<file path="config.mk">
export PLATFORM = sky130hd
export DESIGN_NAME = instr_fetch_unit
export DESIGN_NICKNAME = d
export VERILOG_FILES = /design/src/rtl/ifu_pkg.sv /design/src/rtl/fetch_fifo.sv /design/src/rtl/instr_fetch_unit.sv
export SDC_FILE = /design/constraint.sdc
export NUM_CORES = 1
export LEC_CHECK = 0
export CAP_MARGIN = 20
export CORE_MARGIN = 4
export CORE_UTILIZATION = 53
export CTS_BUF_LIST = sky130_fd_sc_hd__clkbuf_16
export CTS_CLUSTER_DIAMETER = 100
export DETAILED_ROUTE_END_ITERATION = 10
export GPL_TIMING_DRIVEN = 1
export PLACE_DENSITY = 0.8
export SKIP_LAST_GASP = 1
export SYNTH_ARGS = -nofsm -noshare
export SYNTH_HDL_FRONTEND = slang
export SYNTH_SLANG_ARGS = --single-unit
</file>
<file path="constraint.sdc">
create_clock -name clk -period 2.8 [get_ports clk]
set_input_delay 0.56 -clock clk [delete_from_list [all_inputs] [get_ports clk]]
set_output_delay 0.56 -clock clk [all_outputs]
set_load 0.01 [all_outputs]
</file>
<file path="src/rtl/ifu_pkg.sv">
// Shared types and constants for the instruction fetch front end.
package ifu_pkg;

  typedef enum logic {
    ST_FETCH,
    ST_DROP
  } ifu_state_t;

  localparam logic [31:0] NOP_INSTR = 32'h0000_0013;
  localparam int unsigned PC_STEP   = 4;

  typedef struct packed {
    logic [31:0] pc;
    logic [31:0] instr;
  } fetch_entry_t;

endpackage

</file>
<file path="src/rtl/fetch_fifo.sv">
// Small prefetch FIFO holding {pc, instr} pairs; head is read combinationally.
module fetch_fifo
  import ifu_pkg::*;
#(
  parameter int W     = 32,
  parameter int DEPTH = 2,
  localparam int AW   = $clog2(DEPTH),
  localparam int CW   = AW + 1
) (
  input  logic          clk,
  input  logic          reset,
  input  logic          push,
  input  logic          pop,
  input  logic          flush,
  input  logic [W-1:0]  push_pc,
  input  logic [W-1:0]  push_instr,
  output logic          full,
  output logic          empty,
  output logic [CW-1:0] count,
  output logic [W-1:0]  head_pc,
  output logic [W-1:0]  head_instr
);

  logic [W-1:0]  pc_mem    [DEPTH];
  logic [W-1:0]  instr_mem [DEPTH];
  logic [AW-1:0] rd_ptr_reg;
  logic [AW-1:0] wr_ptr_reg;
  logic [CW-1:0] count_reg;
  logic          do_push;
  logic          do_pop;

  assign empty   = (count_reg == '0);
  assign full    = (count_reg == CW'(DEPTH));
  assign count   = count_reg;
  assign do_pop  = pop && !empty;
  assign do_push = push && (!full || do_pop);

  assign head_pc    = pc_mem[rd_ptr_reg];
  assign head_instr = instr_mem[rd_ptr_reg];

  always_ff @(posedge clk or negedge reset) begin
    if (!reset) begin
      rd_ptr_reg <= '0;
      wr_ptr_reg <= '0;
      count_reg  <= '0;
    end else if (flush) begin
      rd_ptr_reg <= '0;
      wr_ptr_reg <= '0;
      count_reg  <= '0;
    end else begin
      if (do_push) wr_ptr_reg <= wr_ptr_reg + AW'(1);
      if (do_pop)  rd_ptr_reg <= rd_ptr_reg + AW'(1);
      count_reg <= count_reg + CW'(do_push) - CW'(do_pop);
    end
  end

  // Storage is reset so the idle head presents a NOP at PC 0.
  always_ff @(posedge clk or negedge reset) begin
    if (!reset) begin
      for (int i = 0; i < DEPTH; i++) begin
        pc_mem[i]    <= '0;
        instr_mem[i] <= W'(NOP_INSTR);
      end
    end else if (do_push && !flush) begin
      pc_mem[wr_ptr_reg]    <= push_pc;
      instr_mem[wr_ptr_reg] <= push_instr;
    end
  end

endmodule

</file>
<file path="src/rtl/instr_fetch_unit.sv">
// PC owner and fetch sequencer: one outstanding imem request, prefetch FIFO, redirect with drop.
module instr_fetch_unit
  import ifu_pkg::*;
#(
  parameter int                     WORD_LENGTH = 32,
  parameter logic [WORD_LENGTH-1:0] RESET_PC    = '0,
  parameter int                     FIFO_DEPTH  = 2
) (
  input  logic                   clk,
  input  logic                   reset,
  output logic                   imem_req,
  output logic [WORD_LENGTH-1:0] imem_addr,
  input  logic                   imem_ack,
  input  logic [WORD_LENGTH-1:0] imem_rdata,
  input  logic                   redirect_valid,
  input  logic [WORD_LENGTH-1:0] redirect_pc,
  output logic                   instr_valid,
  output logic [WORD_LENGTH-1:0] instr,
  output logic [WORD_LENGTH-1:0] instr_pc,
  input  logic                   instr_ready
);

  localparam int CW = $clog2(FIFO_DEPTH) + 1;

  ifu_state_t             state_reg;
  logic                   req_reg;
  logic [WORD_LENGTH-1:0] addr_reg;
  logic [WORD_LENGTH-1:0] pending_pc_reg;

  logic                   fifo_full;
  logic                   fifo_empty;
  logic [CW-1:0]          fifo_count;
  logic                   accept;
  logic                   push;
  logic                   pop;
  logic [CW-1:0]          count_next;
  logic                   room;
  logic [WORD_LENGTH-1:0] target;

  assign imem_req    = req_reg;
  assign imem_addr   = addr_reg;
  assign instr_valid = !fifo_empty;

  assign accept     = req_reg && imem_ack;
  assign pop        = instr_valid && instr_ready;
  assign push       = accept && (state_reg == ST_FETCH) && !redirect_valid && (!fifo_full || pop);
  assign count_next = fifo_count + CW'(push) - CW'(pop);
  assign room       = (count_next < CW'(FIFO_DEPTH));
  assign target     = redirect_pc & ~WORD_LENGTH'(3);

  fetch_fifo #(
    .W     (WORD_LENGTH),
    .DEPTH (FIFO_DEPTH)
  ) u_fifo (
    .clk        (clk),
    .reset      (reset),
    .push       (push),
    .pop        (pop),
    .flush      (redirect_valid),
    .push_pc    (addr_reg),
    .push_instr (imem_rdata),
    .full       (fifo_full),
    .empty      (fifo_empty),
    .count      (fifo_count),
    .head_pc    (instr_pc),
    .head_instr (instr)
  );

  always_ff @(posedge clk or negedge reset) begin
    if (!reset) begin
      state_reg      <= ST_FETCH;
      req_reg        <= 1'b0;
      addr_reg       <= RESET_PC;
      pending_pc_reg <= RESET_PC;
    end else begin
      case (state_reg)
        ST_FETCH: begin
          if (redirect_valid) begin
            pending_pc_reg <= target;
            if (!req_reg || imem_ack) begin
              req_reg  <= 1'b1;
              addr_reg <= target;
            end else begin
              state_reg <= ST_DROP;
            end
          end else begin
            if (accept) addr_reg <= addr_reg + WORD_LENGTH'(PC_STEP);
            // A live request must hold until acked; otherwise fetch whenever a slot will be free.
            if (!req_reg || imem_ack) req_reg <= room;
          end
        end
        ST_DROP: begin
          if (redirect_valid) pending_pc_reg <= target;
          if (imem_ack) begin
            req_reg   <= 1'b1;
            addr_reg  <= redirect_valid ? target : pending_pc_reg;
            state_reg <= ST_FETCH;
          end
        end
        default: state_reg <= ST_FETCH;
      endcase
    end
  end

endmodule

</file>
; Word-level counts from Yosys, hierarchy flattened
; Cells that the tools add are included.
[classes]
add_sub_neg = 7
magnitude_cmp = 4
n_eq_ne = 5
mux = 30
n_bitwise = 3
n_reduce_logical = 21
[ops]
columns = cell, n
row1 = $mux W32, 12
row2 = $bwmux W64, 2
row3 = $pmux W32 S2, 1
row4 = $add A32 B3 Y32 const B, 1
row5 = $demux W32 S1, 1
row6 = $mux W1, 11
row7 = $logic_and A1 B1 Y1, 9
row8 = $add A2 B1 Y2, 2
row9 = $ge A2 B2 Y1 const B, 2
row10 = $logic_not A1 Y1, 4
row11 = $not A1 Y2, 2
row12 = $pmux W1 S2, 2
row13 = $reduce_bool A2 Y1, 2
row14 = $sub A2 B1 Y2, 2
row15 = $logic_or A1 B1 Y1, 3
row16 = $ne A3 B2 Y1 const B, 1
row17 = $ne A3 B3 Y1 const B, 1
row18 = $reduce_and A3 Y1, 1
row19 = $add A1 B1 Y1 const B, 2
row20 = $eq A2 B2 Y1 const B, 1
row21 = $logic_not A2 Y1, 1
row22 = $lt A2 B1 Y1 const B, 1
row23 = $lt A2 B2 Y1 const B, 1
row24 = $mux W2, 1
row25 = 4 further kinds, 4
[totals]
ff_bits = 198
inputBits = 69
wordCells = 81

; Longest topological paths before layout
[depth]
ltp_word = 11
ltp_mapped = 8
ltp_nobuf = 8

; Hierarchy
; Synthesis repeated with hierarchy kept, for this count alone.
[unflattened]
cells_unflattened = 738
hier_area_um2 = 9605.5
[modules_own_cells]
columns = module, n_inst, cells_each, area_per_inst_um2
row1 = fetch_fifo, 1, 365, 5987.0
row2 = instr_fetch_unit, 1, 373, 3618.5

; Worst setup path before layout
; OpenSTA, ideal clock, no wires.
[synth_path]
path_kind = input-to-reg
startpoint = input port imem_ack
endpoint = register u_fifo.instr_mem[34] in the netlist's numbering
t_arrival_ns = 2.060
setup_slack_ns = 0.615
path_stages = 8
cell_sequence = clkbuf_1 > mux2_4 > and3_1 > buf_2 > and2b_1 > buf_6 > buf_6 > mux2_4
[synth_via]
elab_chain_cells = 6
[synth_rtl]
columns = element, line_no
row1 = "start, declared", instr_fetch_unit.sv:13  ; input logic imem_ack,
row2 = $logic_and A1 B1 Y1, instr_fetch_unit.sv:44  ; assign accept = req_reg && imem_ack;
row3 = $logic_and A1 B1 Y1 (3 in a row), instr_fetch_unit.sv:46  ; assign push = accept && (state_reg == ST_FETCH) && !redirect_valid && (!fifo_full || pop);
row4 = $logic_and A1 B1 Y1, fetch_fifo.sv:36  ; assign do_push = push && (!full || do_pop);
row5 = $logic_and A1 B1 Y1, fetch_fifo.sv:64  ; end else if (do_push && !flush) begin
row6 = "end signal, assigned by index", fetch_fifo.sv:62  ; instr_mem[i] <= W'(NOP_INSTR);
row7 = "end signal, assigned by index", fetch_fifo.sv:66  ; instr_mem[wr_ptr_reg] <= push_instr;
row8 = "end, declared", fetch_fifo.sv:25  ; logic [W-1:0] instr_mem [DEPTH];
; Every way passes these cells.
; A chain may end at the register's enable or synchronous reset.

; Final worst setup path
[layout_path]
startpoint = register u_fifo.rd_ptr_reg
endpoint = output port instr_pc[16]
[layout_via]
elab_chain_cells = 4
[layout_rtl]
columns = element, line_no
row1 = "start, declared", fetch_fifo.sv:26  ; logic [AW-1:0] rd_ptr_reg;
row2 = "start signal, assigned", fetch_fifo.sv:52  ; if (do_pop) rd_ptr_reg <= rd_ptr_reg + AW'(1);
row3 = $not A1 Y2 (not written as such), fetch_fifo.sv:38  ; assign head_pc = pc_mem[rd_ptr_reg];
row4 = $mux W32 (not written as such) (3 in a row), fetch_fifo.sv:38
row5 = "end, declared", instr_fetch_unit.sv:19  ; output logic [WORD_LENGTH-1:0] instr_pc,
; Every way passes these cells. The select of a mux whose other input is x is not followed.

==> results.toml <==
[sta]
worst_clock_skew_ps = 10.8
setup_viol = 0
timing.fmax_mhz = 391
hold_viol = 0
period_share_pct = 91.4
timing.hold.ws_ps = 160
tns_ps = 0
timing.slew.headroom_pct = 57.1
fin_crit_ps = 2560
worst_pin_slew_ps = 644
drv_slew = 0
rsz0062_at_grt = "false"

[synthesis]
synth_top_cell_by_area = "dfrtp_1"
yosysUniqueCellTypes = 53
netlist_area_um2 = 9400
ys_seq_elements = 198
synth_flop_cell = "dfrtp_1"
seq_area_frac_synth_pct = 52.8
synth_nets = 790
async_reset_ff_share_pct = 100
yosys.area.top_type_share_pct = 51.1
syn_inst = 717
synth-warning-count = 0
ys_top_cells_by_area = "dfrtp_1 (51%), mux2_2 (19%), mux2_4 (9.7%)"
syn_area_per_cell_um2 = 13.1
synth_enable_flop_cells = 0

[clocking]
cts_buffers = 17
htreeDepth = 4
ctsResizeCount = 0
cts_buffer_depth = 2
cts_sinks = 198
clk_pin_slew_ps = 70
cts_tree = "yes"
cts_root_buf = "clkbuf_16"
clkLatencyLatePin_ps = 430
hold_buffers = 0
post_cts_buffers = 0

[setup_path]
crit_type = "reg2out"
r2r-start = "imem_addr[3]$_DFFE_PN0P_"
r2r-end = "imem_addr[22]$_DFFE_PN0P_"
critPathBufInv = 2
cp_slowest_cell = "clkdlybuf4s50_1"
slowest_delay_ps = 480
reg2reg_depth = 6
cp.arrival_ps = 2000
worstPathMaxFanout = 20
critical_path_depth = 3
path_cells = "buf_4, mux2_2, clkdlybuf4s50_1"
required_ps = 2240
reg2reg_setup_slack_ps = 510
critical-path-top-delay-family = "buffers and inverters"
cp-start-kind = "flop"
end_kind = "primary output"

[place]
hpwl_mm = 14.9
dpl.cell_count = 1080
port_buffers = 164
placed_area_um2 = 11400
globalplace.congestion = 0.860

[global_routing]
track_usage_pct = 23.2
grt_max_degree = 82
grt_overflow = 0
grt_pass1_vias = 6994
grt_pass1_wl_mm = 37.0
antenna_found_initial = 0

[drt]
dr_total_vias = 6464
ant_nets = 0
drt_iter0_drc = 344
drc_errors = 0
viasPerCell = 5.81
wire_per_inst_um = 20.0
wl_mm = 22.3
first_pass_iters = 4

[power]
combPwrFrac_pct = 42.8
netSwitchingPower_mw = 3.88
pwr-share-seq_pct = 38.4
ir_worst_vdd_mv = 0.765
p_int_mw = 8.62
pwr-share-clk_pct = 18.8
power.density_nw_per_um2 = 1050
swShare_pct = 31.0
leakage_nw = 5.06

[floorplanning]
ioPinCount = 167
die_x_um = 141
core_um2 = 17400
dieArea_um2 = 19900
die_h_um = 141
initial_core_util_pct = 54.2
rows = 48

[layout]
final_cells = 1112
n_antenna_cell = 0
synthToLayoutAreaGrowth_pct = 26.8
nFillCells = 1200
final_common_cell = "dfrtp_1"
fin_nets = 947
layout_common_cells = "dfrtp_1 (191), clkdlybuf4s50_1 (162), mux2_2 (161)"
drive_above_1_share_pct = 33.5
seq_area_um2 = 4960
design_area_um2 = 11900
multi_input_area_um2 = 4190
top_regs = "u_fifo.instr_mem x64, u_fifo.pc_mem x64"

[run_status]
status = "finished clean"

[job]
max_cap_viol_count = 0

[hold_path]
hp-class = "in2async"
-- how the worst max path moves through the flow --
stage,startpoint,to,slack (ps)
4_1_cts,u_fifo.rd_ptr_reg$_DFFE_PN0P_,instr_pc[16],210
2_1_floorplan,imem_ack,u_fifo.instr_mem[34]$_DFFE_PN0P_,610
6_report,u_fifo.rd_ptr_reg$_DFFE_PN0P_,instr_pc[16],240
3_5_place_dp,imem_ack,u_fifo.instr_mem[46]$_DFFE_PN0P_,260
5_1_grt,u_fifo.rd_ptr_reg$_DFFE_PN0P_,instr_pc[16],160
3_3_place_gp,imem_ack,u_fifo.pc_mem[51]$_DFFE_PN0P_,290
-- power by group through the flow --
| stage | Combinational [mW] | Clock, mW | Sequential (mW) |
|---|---|---|---|
| after floorplan | 3.06 | 0 | 4.61 |
| after global placement | 5.23 | 0 | 4.71 |
| after detailed placement | 5.34 | 0 | 4.82 |
| after CTS | 5.41 | 2.41 | 4.78 |
| after global routing | 5.76 | 2.54 | 4.94 |
| final | 5.35 | 2.35 | 4.80 |
-- cell usage after synthesis (7+ instances only) --
cell type,instances
a21oi_1,32
a311oi_1,8
buf_2,12
buf_6,7
clkbuf_1,30
dfrtp_1,192
mux2_2,161
mux2_4,61
nand2_1,26
nand3_1,13
nor2_1,31
nor2b_1,7
nor3_1,14
o21ai_0,21
-- final cells by class --
| class | instances | area share [%] |
|---|---|---|
| Clock inverter | 15 | 1.19 |
| Timing Repair Buffer | 189 | 16.1 |
| Multi-Input combinational cell | 464 | 35.1 |
| Inverter | 4 | 0.126 |
| Sequential cell | 198 | 41.6 |
| Tap cell | 225 | 2.36 |
| Clock buffer | 17 | 3.57 |
-- kinds of logic after synthesis --
family	count (synthesis)	share of synthesized area, %
and+or+nand+nor	134	7.62
DFF	198	52.8
adders and majority gates	4	0.532
buffers and inverters	55	2.93
xor gates and xnor gates	4	0.373
AOI/OAI and AO/OA	97	6.44
muxes	225	29.3
-- stage by stage --
stage	worst slack, ps	util, %	total power, mW
2_1_floorplan	615	-	7.67
3_3_place_gp	292	65.5	9.93
3_5_place_dp	262	65.5	10.2
4_1_cts	214	68.7	12.6
5_1_grt	163	68.7	13.2
6_report	240	68.7	12.5
-- metal layers --
metal	track usage [%]	wire length, um
met3	5.94	1470
met4	5.71	302
met1	31.1	9620
met5	0	0
met2	38.1	10900
No activity file was read; power rests on OpenSTA's default activity.
